===== config.mk =====
export PLATFORM = sky130hd
export DESIGN_NAME = mult_scheduler_flat
export DESIGN_NICKNAME = d
export VERILOG_FILES = /design/src/rtl/mult_sched_pkg.sv /design/src/rtl/mult_scheduler_if.sv /design/src/rtl/mult_seq_core.sv /design/src/rtl/mult_scheduler.sv /design/src/flat_wrapper.sv
export SDC_FILE = /design/constraint.sdc
export NUM_CORES = 1
export LEC_CHECK = 0
export BUFFER_PORTS_ARGS = -buffer_cell sky130_fd_sc_hd__buf_4
export CORE_UTILIZATION = 56
export DETAILED_ROUTE_END_ITERATION = 8
export PLACE_DENSITY = 0.8
export REMOVE_ABC_BUFFERS = 1
export SLEW_MARGIN = 20
export SYNTH_ARGS = -nofsm -noshare
export SYNTH_HDL_FRONTEND = slang
export SYNTH_SLANG_ARGS = --single-unit

===== constraint.sdc =====
create_clock -name clk -period 4.7 [get_ports clk]
set_input_delay 0.47 -clock clk [delete_from_list [all_inputs] [get_ports clk]]
set_output_delay 0.47 -clock clk [all_outputs]
set_load 0.005 [all_outputs]

===== src/rtl/mult_sched_pkg.sv =====
// Shared constants, FSM state encoding and BCD helper for the
// two-requester shift-add multiplier scheduler.
package mult_sched_pkg;

  localparam int OPW  = 3;
  localparam int PW   = 2 * OPW;
  localparam int NREQ = 2;

  typedef enum logic [1:0] {
    ST_IDLE = 2'd0,
    ST_CALC = 2'd1,
    ST_DONE = 2'd2
  } state_e;

  // Products never exceed 49, so both digits fit in one nibble each.
  function automatic logic [7:0] bcd_split(input logic [PW-1:0] p);
    bcd_split = {4'(p / 6'd10), 4'(p % 6'd10)};
  endfunction

endpackage


===== src/rtl/mult_scheduler_if.sv =====
// Request/result bus of the multiplier scheduler; slave is the scheduler,
// master is whoever issues requests and consumes results.
interface mult_scheduler_if;
  import mult_sched_pkg::*;

  logic [NREQ-1:0]     req_valid;
  logic [NREQ*OPW-1:0] req_a;
  logic [NREQ*OPW-1:0] req_b;
  logic [NREQ-1:0]     req_ready;
  logic                res_valid;
  logic                res_ready;
  logic                res_id;
  logic [PW-1:0]       res_p;
  logic [3:0]          res_tens;
  logic [3:0]          res_ones;
  logic                busy;

  modport slave (
    input  req_valid, req_a, req_b, res_ready,
    output req_ready, res_valid, res_id, res_p, res_tens, res_ones, busy
  );

  modport master (
    output req_valid, req_a, req_b, res_ready,
    input  req_ready, res_valid, res_id, res_p, res_tens, res_ones, busy
  );

endinterface


===== src/rtl/mult_seq_core.sv =====
// Sequential shift-add multiplier: one partial product per clock, three
// clocks per operation; done_o marks the clock whose sum is the product.
module mult_seq_core
  import mult_sched_pkg::*;
(
  input  logic           clk,
  input  logic           rst_n,
  input  logic           start_i,
  input  logic [OPW-1:0] a_i,
  input  logic [OPW-1:0] b_i,
  output logic           done_o,
  output logic [PW-1:0]  prod_o
);

  logic [OPW-1:0] a_q, a_d;
  logic [OPW-1:0] b_q, b_d;
  logic [PW-1:0]  acc_q, acc_d;
  logic [PW-1:0]  sum_s;
  logic [1:0]     cnt_q, cnt_d;
  logic           run_q, run_d;

  // Accumulator plus the partial product selected by the current bit of B
  always_comb begin
    sum_s = acc_q;
    if (b_q[cnt_q]) begin
      sum_s = acc_q + ({{(PW-OPW){1'b0}}, a_q} << cnt_q);
    end else begin
      sum_s = acc_q;
    end
  end

  // Operand capture on start, then iterations 0..2 while running
  always_comb begin
    a_d   = a_q;
    b_d   = b_q;
    acc_d = acc_q;
    cnt_d = cnt_q;
    run_d = run_q;
    if (start_i) begin
      a_d   = a_i;
      b_d   = b_i;
      acc_d = {PW{1'b0}};
      cnt_d = 2'd0;
      run_d = 1'b1;
    end else if (run_q) begin
      acc_d = sum_s;
      if (cnt_q == 2'd2) begin
        cnt_d = 2'd0;
        run_d = 1'b0;
      end else begin
        cnt_d = cnt_q + 2'd1;
      end
    end else begin
      run_d = 1'b0;
    end
  end

  // Core state registers
  always_ff @(posedge clk or negedge rst_n) begin
    if (!rst_n) begin
      a_q   <= {OPW{1'b0}};
      b_q   <= {OPW{1'b0}};
      acc_q <= {PW{1'b0}};
      cnt_q <= 2'd0;
      run_q <= 1'b0;
    end else begin
      a_q   <= a_d;
      b_q   <= b_d;
      acc_q <= acc_d;
      cnt_q <= cnt_d;
      run_q <= run_d;
    end
  end

  assign done_o = run_q && (cnt_q == 2'd2);
  assign prod_o = sum_s;

endmodule


===== src/rtl/mult_scheduler.sv =====
// Round-robin arbiter for two requesters in front of a shared 3x3 shift-add
// multiplier; results are held with their BCD split until consumed.
module mult_scheduler #(
  parameter int OPW = 3,
  parameter int PW  = 6
) (
  input logic             clk,
  input logic             rst_n,
  mult_scheduler_if.slave bus
);
  import mult_sched_pkg::*;

  state_e         state_q, state_d;
  logic           ptr_q, ptr_d;
  logic           cur_id_q, cur_id_d;
  logic           res_id_q, res_id_d;
  logic [PW-1:0]  res_p_q, res_p_d;
  logic [3:0]     res_tens_q, res_tens_d;
  logic [3:0]     res_ones_q, res_ones_d;
  logic           gnt_s;
  logic           hs_s;
  logic [1:0]     req_ready_s;
  logic [OPW-1:0] a_sel_s, b_sel_s;
  logic           core_done_s;
  logic [PW-1:0]  core_prod_s;
  logic [7:0]     bcd_s;

  // Grant selection and operand mux; ready is masked during reset
  always_comb begin
    gnt_s = 1'b0;
    if (bus.req_valid == 2'b11) begin
      gnt_s = ptr_q;
    end else if (bus.req_valid == 2'b10) begin
      gnt_s = 1'b1;
    end else begin
      gnt_s = 1'b0;
    end
    if (gnt_s) begin
      a_sel_s = bus.req_a[2*OPW-1:OPW];
      b_sel_s = bus.req_b[2*OPW-1:OPW];
    end else begin
      a_sel_s = bus.req_a[OPW-1:0];
      b_sel_s = bus.req_b[OPW-1:0];
    end
    hs_s = rst_n && (state_q == ST_IDLE) && bus.req_valid[gnt_s];
    if (hs_s) begin
      req_ready_s = gnt_s ? 2'b10 : 2'b01;
    end else begin
      req_ready_s = 2'b00;
    end
  end

  mult_seq_core u_core (
    .clk     (clk),
    .rst_n   (rst_n),
    .start_i (hs_s),
    .a_i     (a_sel_s),
    .b_i     (b_sel_s),
    .done_o  (core_done_s),
    .prod_o  (core_prod_s)
  );

  assign bcd_s = bcd_split(core_prod_s);

  // FSM next state, pointer update and result register loads
  always_comb begin
    state_d    = state_q;
    ptr_d      = ptr_q;
    cur_id_d   = cur_id_q;
    res_id_d   = res_id_q;
    res_p_d    = res_p_q;
    res_tens_d = res_tens_q;
    res_ones_d = res_ones_q;
    case (state_q)
      ST_IDLE: begin
        if (hs_s) begin
          cur_id_d = gnt_s;
          ptr_d    = ~gnt_s;
          state_d  = ST_CALC;
        end else begin
          state_d  = ST_IDLE;
        end
      end
      ST_CALC: begin
        if (core_done_s) begin
          res_p_d    = core_prod_s;
          res_tens_d = bcd_s[7:4];
          res_ones_d = bcd_s[3:0];
          res_id_d   = cur_id_q;
          state_d    = ST_DONE;
        end else begin
          state_d    = ST_CALC;
        end
      end
      ST_DONE: begin
        if (bus.res_ready) begin
          state_d = ST_IDLE;
        end else begin
          state_d = ST_DONE;
        end
      end
      default: state_d = ST_IDLE;
    endcase
  end

  // Scheduler state and result holding registers
  always_ff @(posedge clk or negedge rst_n) begin
    if (!rst_n) begin
      state_q    <= ST_IDLE;
      ptr_q      <= 1'b0;
      cur_id_q   <= 1'b0;
      res_id_q   <= 1'b0;
      res_p_q    <= {PW{1'b0}};
      res_tens_q <= 4'd0;
      res_ones_q <= 4'd0;
    end else begin
      state_q    <= state_d;
      ptr_q      <= ptr_d;
      cur_id_q   <= cur_id_d;
      res_id_q   <= res_id_d;
      res_p_q    <= res_p_d;
      res_tens_q <= res_tens_d;
      res_ones_q <= res_ones_d;
    end
  end

  assign bus.req_ready = req_ready_s;
  assign bus.res_valid = (state_q == ST_DONE);
  assign bus.busy      = (state_q != ST_IDLE);
  assign bus.res_id    = res_id_q;
  assign bus.res_p     = res_p_q;
  assign bus.res_tens  = res_tens_q;
  assign bus.res_ones  = res_ones_q;

endmodule


===== src/flat_wrapper.sv =====
// flat-port wrapper written by rule: the top's interface ports become plain ports
module mult_scheduler_flat import mult_sched_pkg::*;
#(
  parameter int OPW = 3,
  parameter int PW  = 6
)
  (clk, rst_n, bus_req_valid, bus_req_a, bus_req_b, bus_res_ready, bus_req_ready, bus_res_valid, bus_res_id, bus_res_p, bus_res_tens, bus_res_ones, bus_busy);
  mult_scheduler_if bus_i ();
  input logic clk;
  input logic rst_n;
  input wire logic [$bits(bus_i.req_valid)-1:0] bus_req_valid;
  input wire logic [$bits(bus_i.req_a)-1:0] bus_req_a;
  input wire logic [$bits(bus_i.req_b)-1:0] bus_req_b;
  input wire logic [$bits(bus_i.res_ready)-1:0] bus_res_ready;
  output wire logic [$bits(bus_i.req_ready)-1:0] bus_req_ready;
  output wire logic [$bits(bus_i.res_valid)-1:0] bus_res_valid;
  output wire logic [$bits(bus_i.res_id)-1:0] bus_res_id;
  output wire logic [$bits(bus_i.res_p)-1:0] bus_res_p;
  output wire logic [$bits(bus_i.res_tens)-1:0] bus_res_tens;
  output wire logic [$bits(bus_i.res_ones)-1:0] bus_res_ones;
  output wire logic [$bits(bus_i.busy)-1:0] bus_busy;
  assign bus_i.req_valid = bus_req_valid;
  assign bus_i.req_a = bus_req_a;
  assign bus_i.req_b = bus_req_b;
  assign bus_i.res_ready = bus_res_ready;
  assign bus_req_ready = bus_i.req_ready;
  assign bus_res_valid = bus_i.res_valid;
  assign bus_res_id = bus_i.res_id;
  assign bus_res_p = bus_i.res_p;
  assign bus_res_tens = bus_i.res_tens;
  assign bus_res_ones = bus_i.res_ones;
  assign bus_busy = bus_i.busy;
  mult_scheduler #(.OPW(OPW), .PW(PW)) u_core (.clk(clk), .rst_n(rst_n), .bus(bus_i));
endmodule

* After elaboration in Yosys (flattened, before gate mapping)
Index checks and enable logic that the tools add are counted.
** Operators by class
- $add $sub $neg :: 2
- Multiply operators :: 0
- Divide/modulo/power cells :: 2
- Order comparisons :: 2
- Equality and inequality tests :: 5
- Shift-type cells :: 1
- Multiplexer cells :: 23
- Bitwise operators :: 1
- Reductions and logical operators :: 8
** Operators by type and width (number)
- 6-bit 2-to-1 mux :: 3
- 2-bit 2-to-1 mux :: 7
- 1-bit 2-to-1 mux :: 9
- 2-bit equality test (second input constant) :: 4
- 6-bit adder :: 1
- 6-bit by 4-bit divider with 6-bit output (second input constant) :: 1
- 6-bit by 4-bit modulo with 6-bit output (second input constant) :: 1
- 3-bit 2-to-1 mux :: 2
- 2-bit one-hot mux with 3 select lines :: 1
- 3-bit by 2-bit left shift with 6-bit output :: 1
- 2-bit AND reduction :: 2
- 2-bit nonzero test :: 2
- 1-bit logical AND :: 3
- 2-bit by 3-bit < comparator with 1-bit output (second input constant) :: 1
- 2-bit by 1-bit adder with 2-bit output (second input constant) :: 1
- 1-bit binary-select mux with 2-bit select :: 1
- 2-bit by 1-bit equality test with 1-bit output (second input constant) :: 1
- 2-bit zero test :: 1
- 1-bit by 2-bit < comparator with 1-bit output (second input constant) :: 1
- 1-bit inverter :: 1
** Word-level totals
- Bits in registers :: 34
- Bits in latches :: 0
- RAM bits :: 0
- ROM bits :: 0
- Input port bits :: 17
- Memories :: 0

* Longest topological paths before layout
Gate-level depths: netlist (run 1).
- Depth in word-level cells :: 8
- Depth in mapped cells :: 18

* By module
A second synthesis (run 1) with hierarchy kept.
** Second synthesis, totals
- Cells, all modules :: 223
- Area total of the unflattened synthesis :: 2040.7 um^2
** Modules (own cells, without submodules)
- mult_scheduler :: instances 1, cells each 120, area each 1041.0 um^2, sequential area each 425.4 um^2
- mult_seq_core :: instances 1, cells each 103, area each 999.7 um^2, sequential area each 375.4 um^2

* Least setup slack after synthesis (run 1)
Ideal clock, no wire load.
- Path type :: register to register
- From :: register u_core.u_core.cnt_q[0]
- To :: register u_core.res_ones_q[2] (netlist: u_core.bus.res_ones[2])
- Setup time :: 122 ps
- Data arrival time :: 3257 ps
- Data required time :: 4578 ps
- Slack :: 1322 ps
- Stages on the path, launching flop included :: 18
- Path through :: dfrtp_1 buf_6 nor2b_1 nand2_1 o21ai_0 ha_1 a21oi_1 nor2b_1 o31a_4 xnor2_1 buf_2 nand2_1 a21oi_1 nor3_1 ha_1 o211ai_1 o2111a_1 a32o_1
** Between the ends
- Longest elaborated chain between the ends :: 4
- Elaborated cells between the ends (all ways) :: 9
- Those cells by class :: add/sub (1); div (1); eq/ne (1); shift (1); mux (3); reduce/logical (2)
** RTL lines
- start, declared :: RTL line mult_seq_core.sv:19 : logic [1:0] cnt_q, cnt_d;
- start signal, assigned :: RTL line mult_seq_core.sv:70 : cnt_q <= cnt_d;
- 3-bit by 2-bit left shift with 6-bit output / 1-bit binary-select mux with 2-bit select (equally long branches) :: RTL line mult_seq_core.sv:26, mult_seq_core.sv:25
- 6-bit adder / 1-bit 2-to-1 mux (equally long branches) :: RTL line mult_seq_core.sv:26, mult_seq_core.sv:25
- 6-bit 2-to-1 mux :: RTL line mult_seq_core.sv:25 : if (b_q[cnt_q]) begin
- 6-bit by 4-bit modulo with 6-bit output :: RTL line mult_sched_pkg.sv:17 : bcd_split = {4'(p / 6'd10), 4'(p % 6'd10)};
- end signal, assigned :: RTL line mult_scheduler.sv:123 : res_ones_q <= res_ones_d;
- end, declared :: RTL line mult_scheduler.sv:19 : logic [3:0] res_ones_q, res_ones_d;
Several ways; a longest one is shown, not always the timed one. The select of a mux whose other input is x is not followed.
A chain may end at the register's enable or synchronous reset.

* Final worst setup path (run 1)
- From :: register u_core.u_core.cnt_q[0]
- To :: register u_core.res_ones_q[3] (netlist: u_core.bus.res_ones[3])
Same word-level chain as after synthesis.

==> results.cfg, run 1 <==
[cells_and_area]
num_antenna_cells = 0
multi_input_area_um2 = 1150
seqCellArea_um2 = 801
nFillCells = 291
drive_gt1_share_pct = 22.4
area_growth_syn_to_layout_pct = 16.9
layout.nets = 273

[logic_synthesis]
yosys_register_bits = 32
seq_area_frac_synth_pct = 39.0
synthDistinctLibCells = 48
synth.area.top_cells = dfrtp_1 (39%), mux2i_1 (7.3%), nor2_1 (4.6%)
synth.largest_area_cell = dfrtp_1
postSynthCellCount = 217
synth_warnings = 0
yosysMostFrequentCell = dfrtp_1
synth_top_area_share_pct = 39.0
synth_flop_cell = dfrtp_1
synthArstFlopShare_pct = 100
synth_edf_count = 0
synth_commonest_cells = dfrtp_1 (32), nor2_1 (25), nand2_1 (22)
syn_area_um2 = 2050
avgSynthCellArea_um2 = 9.47

[clock_network]
clock_latency_ns = 0.36
clockRootBuffer = clkbuf_4
cts_buffers = 5
cts.path.max_buffers = 2
clkSlewWorstSetupHoldPaths_ns = 0.12
cts_hold_buf = 0
cts_setup_buffers = 0
htreeDepth = 2
tritoncts = yes
postCtsResizedCells = 0
cts.sinks = 32

[floorplanning]
io-pin-count = 36
core_um2 = 3420
num_rows = 21
die_h_um = 62.6
die-area_um2 = 3920
start_util_pct = 60.1
die_w_um = 62.6

[route]
drt_wl_total_um = 4220
drtIter0Drc = 86
via_per_inst = 5.70
route.detailed.drc = 0
vias = 1686
ant_nets = 0
firstDrtPassIters = 4
post_drt_wl_per_cell_um = 14.2

[timing]
finalClockSkew_ns = 0.0157
maxSlewHeadroom_pct = 48.5
finalSetupTns_ns = 0
rsz0062_at_grt = no
slew_viol_final = 0
fmaxAchievable_ghz = 0.279
report.final.hold_viol_count = 0
worst_pin_slew_ns = 0.767
post-route-period-util_pct = 76.1
post-route-min-period_ns = 3.58
setup_viol = 0

[placement]
gp_congestion = 0.832
hpwl_um = 3020
portBuffers = 34

[global_routing]
grt_pass1_wl_um = 7380
grt_overflow = 0
grt_pass1_vias = 1583
antenna_found_initial = 0
track_usage_pct = 24.0
grt_max_degree = 35

[worst_setup_path]
cpPeakStageDelay_ns = 0.64
worstPathRequired_ns = 4.95
crit_arrival_ns = 3.83
critical_path_class = flip-flop to flip-flop
critPathMaxFanout = 14
ff2ff_setup_slack_ns = 1.12
endpoint_kind = flip-flop
r2r-start = u_core.u_core.cnt_q[0]$_DFFE_PN0P_
cp_num_buf_inv = 1
crit_start = u_core.u_core.cnt_q[0]$_DFFE_PN0P_
slowest_stage = dfrtp_1
r2r_cells = 16
reg2reg_to = u_core.bus.res_ones[3]$_DFFE_PN0P_
crit_family = compound AO/OA/AOI/OAI gates
crit_chain = nor2b_1 -> nand2_1 -> o21ai_0 -> ha_1 -> a21oi_1 -> nor2b_1 -> o31a_4 -> xnor2_1 -> buf_4 -> nand2_1 -> a21oi_1 -> nor3_1 -> ha_1 -> nor2_1 -> o311a_1 -> o31ai_1
worst_setup_path_start_kind = flip-flop

[min_path]
min_path_type = primary input to async pin

[job]
maxCapViolCount = 0

[outcome]
status = finished, final reports clean
## cell families (layout without fill, tap and decap cells)
logic type,count (synthesis),in the layout,synth area share [%]
adder cells (fa/ha/maj),7,7,4.63
flip-flops,32,32,39.0
AO/OA/AOI/OAI,59,59,20.8
other,1,1,0.183
multiplexers,18,18,9.07
AND/OR/NAND/NOR,68,68,15.5
buffers and inverters,20,53,4.93
XOR/XNOR,12,12,5.85
## cell usage in the layout (no fill, tap or decap), drive strengths merged, types with 3 or more instances in the layout
cell and count:
a211oi 6, o31ai 4, nor2b 4, clkbuf 5, buf 37, nor3 3, ha 6, a21o 4
nand2 23, xnor2 11, a21oi 14, inv 9, nor2 25, o21ai 16, nand3 3, mux2i 16
dfrtp 32
## through the flow
step / cells / setup slack (ns) / util, % / area (um2) / hold slack [ns]
final: 296 / 1.12 / 70.3 / 2400 / 0.0371
after floorplan: 205 / 1.13 / - / 1980 / 0.174
after detailed placement: 288 / 1.18 / 67.9 / 2320 / 0.437
after CTS: 296 / 1.12 / 70.3 / 2400 / 0.0522
after global placement: 288 / 1.28 / 67.9 / 2320 / 0.441
after global routing: 296 / 0.828 / 70.3 / 2400 / 0.0591
## worst max-delay path by stage
stage / slack (ns) / endpoint / depth (start not counted)
final: 1.12 / u_core.bus.res_ones[3]$_DFFE_PN0P_ / 16
after CTS: 1.12 / u_core.bus.res_ones[3]$_DFFE_PN0P_ / 16
after global routing: 0.83 / u_core.bus.res_ones[3]$_DFFE_PN0P_ / 16
after floorplan: 1.13 / u_core.bus.res_ones[2]$_DFFE_PN0P_ / 15
after global placement: 1.28 / u_core.bus.res_ones[2]$_DFFE_PN0P_ / 16
after detailed placement: 1.18 / u_core.bus.res_ones[3]$_DFFE_PN0P_ / 16
## layout make-up
type,count,share of cell area [%]
Inverter,8,1.25
Timing Repair Buffer,37,11.6
Tap cell,46,2.40
Clock buffer,5,1.56
Sequential cell,32,33.3
Clock inverter,3,1.93
Multi-Input combinational cell,165,48.0
## metal layers
metal	wire [um]	track usage, %	vias up
met4	63	9.01	0
met1	1940	31.5	799
met2	2050	39.4	42
li1	-	-	837
met5	0	0	-
met3	157	4.38	8
## sequential cells by signal, summed over array words and instances (netlist names)
| register | count |
|---|---|
| u_core.u_core.run_q | 1 |
| u_core.bus.res_id | 1 |
| u_core.u_core.cnt_q | 2 |
| u_core.cur_id_q | 1 |
| u_core.state_q | 2 |
| u_core.bus.res_p | 6 |
| u_core.ptr_q | 1 |
| u_core.bus.res_tens | 3 |
| u_core.u_core.a_q | 3 |
| u_core.u_core.acc_q | 6 |
| u_core.u_core.b_q | 3 |
| u_core.bus.res_ones | 3 |
Power of run 1 is left out: the tool's default activity adds up to more than one toggle a clock period on the data nets, which glitch-free logic cannot reach.
==> run 2, diff against run 1 <==
clock period = 3.7 ns   (was 4.7 ns; I/O delays follow)
==> results.cfg, run 2 (same netlist as run 1, synthesis figures left out) <==
[outcome]
status = finished, final reports clean

[timing]
post-route-min-period_ns = 3.42
worst_pin_slew_ns = 0.788
slew_viol_final = 0
finalClockSkew_ns = 0.00948
maxSlewHeadroom_pct = 47.1
finalSetupTns_ns = 0
setup_viol = 0
post-route-period-util_pct = 92.4
fmaxAchievable_ghz = 0.293
setup_ws_ns = 0.283
report.final.hold_viol_count = 0
rsz0062_at_grt = no

[clock_network]
clkSlewWorstSetupHoldPaths_ns = 0.11
cts.path.max_buffers = 2
cts_buffers = 5
clock_latency_ns = 0.33
htreeDepth = 2
tritoncts = yes
cts_setup_buffers = 0
cts.sinks = 32
clockRootBuffer = clkbuf_4

[cells_and_area]
layout_commonest_cell = buf_4
drive_gt1_share_pct = 24.7
layout.nets = 278
num_antenna_cells = 0
post-route-util_pct = 71.2
area_growth_syn_to_layout_pct = 18.5
final_area_um2 = 2430
final_cell_mix = buf_4 (41), dfrtp_1 (30), nor2_1 (25), nand2_1 (22), mux2i_1 (15)

[floorplanning]
io-pin-count = 36
die-area_um2 = 3920
die_h_um = 62.6
start_util_pct = 60.1
num_rows = 21
core_um2 = 3420
die_w_um = 62.6

[worst_setup_path]
critPathMaxFanout = 11
worstPathRequired_ns = 3.93
crit_arrival_ns = 3.65
r2r_cells = 15
critical_path_class = flip-flop to flip-flop
crit_start = u_core.u_core.cnt_q[0]$_DFFE_PN0P_
endpoint_kind = flip-flop
reg2reg_to = u_core.bus.res_ones[2]$_DFFE_PN0P_
worst_setup_path_start_kind = flip-flop
ff2ff_setup_slack_ns = 0.28
r2r-start = u_core.u_core.cnt_q[0]$_DFFE_PN0P_
cpPeakStageDelay_ns = 0.52
crit_chain = nor2b_2 -> nand2_1 -> o21ai_0 -> ha_1 -> a21oi_1 -> nor2b_1 -> o31a_4 -> xnor2_1 -> nand2_1 -> a21oi_1 -> nor3_1 -> ha_1 -> o211ai_1 -> o2111a_1 -> a32o_1
slowest_stage = dfrtp_2

[placement]
hpwl_um = 3100
pre_cts_ws_ns = 0.0906
gp_congestion = 0.835
portBuffers = 34
placed_cell_area_um2 = 2350

[global_routing]
grt_pass1_wl_um = 7440
grt_overflow = 0
grt_max_degree = 35
track_usage_pct = 24.4
antenna_found_initial = 0
grt_pass1_vias = 1687

[min_path]
min_to = u_core.state_q[1]$_DFF_PN0_
min_path_type = primary input to flip-flop
hp-start = bus_res_ready
hold_depth = 2

[route]
drt_wl_total_um = 4150
firstDrtPassIters = 4
post_drt_wl_per_cell_um = 13.8
via_per_inst = 5.52
vias = 1663
drtIter0Drc = 70
ant_nets = 0
route.detailed.drc = 0

[job]
maxCapViolCount = 0
run 2: changes by cell type in the layout (fill, tap and decap cells not counted), sizes merged:
cell and change:
buf +4, bufinv -1, inv -1, dlygate4sd3 +1
clkbuf +2
run 2: through the flow:
step / std cells / hold slack, ns
2_1_floorplan: 205 / 0.0744
3_3_place_gp: 292 / 0.342
3_5_place_dp: 292 / 0.338
4_1_cts: 301 / 0.189
5_1_grt: 301 / 0.185
6_report: 301 / 0.202
run 2: worst max-delay path, delay by kind of cell (launching register included):
kind / cells / cell delay (ns)
DFF: 1 / 0.52
xor gates and xnor gates: 1 / 0.28
and+or+nand+nor: 5 / 0.55
adders and majority gates: 2 / 0.61
AOI/OAI and AO/OA: 7 / 1.36
run 2: how the worst max path moves through the flow:
stage                                                     to  slack [ns]  depth (start not counted)
final                     u_core.bus.res_ones[2]$_DFFE_PN0P_        0.28                         15
after global routing      u_core.bus.res_ones[2]$_DFFE_PN0P_        0.02                         15
after CTS                 u_core.bus.res_ones[3]$_DFFE_PN0P_        0.07                         15
after detailed placement  u_core.bus.res_ones[3]$_DFFE_PN0P_        0.09                         15
after global placement    u_core.bus.res_ones[2]$_DFFE_PN0P_        0.33                         15
after floorplan           u_core.bus.res_ones[2]$_DFFE_PN0P_        0.13                         15
run 2: timing repair:
item	CTS	global route
gates resized for setup	0	4
endpoints found under the hold margin	32	0
hold buffers	1	0
endpoints found under the setup margin	0	2
run 2: final cells by class:
| cell class | count | area, um2 |
|---|---|---|
| clock buffer | 7 | 55.1 |
| clock inverter | 1 | 7.51 |
| fill | 287 | 982 |
| inverter | 8 | 30.0 |
| multi-input combinational | 165 | 1160 |
| sequential | 32 | 803 |
| tap | 46 | 57.6 |
| timing repair buffer | 42 | 318 |
run 2: layer usage:
metal | part of all wire [%] | vias up | global-route usage (%)
li1 | - | 847 | -
met1 | 46 | 775 | 29.7
met2 | 50 | 37 | 43.1
met3 | 2.8 | 4 | 3.83
met4 | 1.4 | 0 | 9.30
met5 | 0 | - | 0
Power of run 2 is left out for the same reason.
==> run 3, diff against run 2 <==
CORE_UTILIZATION = 60   (was 56)
PLACE_DENSITY = 0.85   (was 0.8)
clock period = 4.13 ns   (was 3.7 ns; I/O delays follow)
==> results.cfg, run 3 (same netlist as run 1, synthesis figures left out) <==
[clock_network]
cts.path.max_buffers = 2
cts_setup_buffers = 0
cts_hold_buf = 0
tritoncts = yes
cts_buffers = 5
htreeDepth = 2
cts.sinks = 32
postCtsResizedCells = 0
clkSlewWorstSetupHoldPaths_ns = 0.11
clock_latency_ns = 0.34
clockRootBuffer = clkbuf_4

[global_routing]
grt_pass1_vias = 1514
track_usage_pct = 25.2
antenna_found_initial = 0
grt_overflow = 0
grt_pass1_wl_um = 6760
grt_max_degree = 35

[placement]
gp_congestion = 0.837
place_inst = 287
portBuffers = 34
hpwl_um = 2980

[outcome]
status = finished with violations
violations = negative hold slack

[route]
route.detailed.drc = 0
drt_wl_total_um = 3980
ant_nets = 0
via_per_inst = 5.65
drtIter0Drc = 98
post_drt_wl_per_cell_um = 13.5
vias = 1668
firstDrtPassIters = 4

[floorplanning]
die_w_um = 60.5
die_h_um = 60.5
core_um2 = 3150
die-area_um2 = 3660
start_util_pct = 65.2
io-pin-count = 36
num_rows = 20

[worst_setup_path]
critical_path_class = flip-flop to flip-flop
r2r_cells = 15
worstPathRequired_ns = 4.38
endpoint = u_core.bus.res_ones[3]$_DFFE_PN0P_
endpoint_kind = flip-flop
ff2ff_setup_slack_ns = 0.47
r2r-start = u_core.u_core.cnt_q[0]$_DFFE_PN0P_
critPathMaxFanout = 11
worst_setup_path_start_kind = flip-flop
crit_arrival_ns = 3.91
crit_start = u_core.u_core.cnt_q[0]$_DFFE_PN0P_
reg2reg_to = u_core.bus.res_ones[3]$_DFFE_PN0P_

[timing]
worst_pin_slew_ns = 0.728
rsz0062_at_grt = no
slew_viol_final = 0
post-route-period-util_pct = 88.6
finalSetupTns_ns = 0
fmaxAchievable_ghz = 0.273
hold_slack_ns = -0.0186
report.final.hold_viol_count = 5
maxSlewHeadroom_pct = 51.1
post-route-min-period_ns = 3.66
setup_viol = 0
finalClockSkew_ns = 0.0103

[job]
maxCapViolCount = 0

[cells_and_area]
layout.nets = 274
layout_commonest_cell = buf_4
num_antenna_cells = 0
area_growth_syn_to_layout_pct = 16.1
stdcell_count = 295
seqCellArea_um2 = 801
drive_gt1_share_pct = 22.3
nFillCells = 245
final_cell_mix = buf_4 (38), dfrtp_1 (32), nor2_1 (25), nand2_1 (22), mux2i_1 (15)
multi_input_area_um2 = 1150

[min_path]
min_path_type = primary input to async pin
-- run 3: layout make-up --
| class | instances | area share (%) |
|---|---|---|
| multi-input cells | 165 | 48.3 |
| flip-flops and latches | 32 | 33.6 |
| repair buffers | 38 | 12.0 |
| clock buffers | 7 | 2.31 |
| well taps | 44 | 2.31 |
| inverters | 8 | 1.26 |
| clock inverters | 1 | 0.315 |
-- run 3: worst max-delay path: stages (launching register included) --
cell	delay, ns
dfrtp_1	0.64
nor2b_1	0.15
nand2_1	0.09
o21ai_0	0.08
ha_1	0.34
a21oi_1	0.28
nor2b_1	0.10
o31a_4	0.36
xnor2_1	0.29
buf_4	0.23
nor3_1	0.06
nor3_1	0.18
ha_1	0.23
nor2_1	0.06
o311a_1	0.29
o31ai_1	0.18
-- run 3: per-layer routing --
layer	up-vias	wire [um]	share of wire (%)	track usage [%]
met2	45	1920	48	42.2
met5	-	0	0	0
met3	9	163	4.1	5.76
met4	0	74	1.9	10.1
li1	835	-	-	-
met1	779	1820	46	31.5
-- run 3: per-stage QoR --
stage               utilization, %  instance area [um2]  hold slack [ns]  setup slack [ns]
finish                        75.7                 2390          -0.0186             0.470
global route                  75.7                 2390           0.0204             0.114
CTS                           75.7                 2390          0.00137             0.483
detailed placement            73.7                 2320            0.380             0.502
global placement              73.7                 2320            0.379             0.618
floorplan                        -                 1980            0.117             0.558
-- run 3: worst min path at each step --
stage / depth (start not counted) / startpoint / slack, ns / to
3_5_place_dp: 1 / rst_n / 0.38 / u_core.u_core.acc_q[1]$_DFFE_PN0P_
2_1_floorplan: 0 / rst_n / 0.12 / u_core.bus.res_id$_DFFE_PN0P_
3_3_place_gp: 1 / rst_n / 0.38 / u_core.bus.res_ones[3]$_DFFE_PN0P_
5_1_grt: 1 / rst_n / 0.02 / u_core.u_core.acc_q[1]$_DFFE_PN0P_
4_1_cts: 1 / rst_n / 0.001 / u_core.bus.res_ones[3]$_DFFE_PN0P_
6_report: 1 / rst_n / -0.02 / u_core.bus.res_ones[3]$_DFFE_PN0P_
Power of run 3 is left out for the same reason.
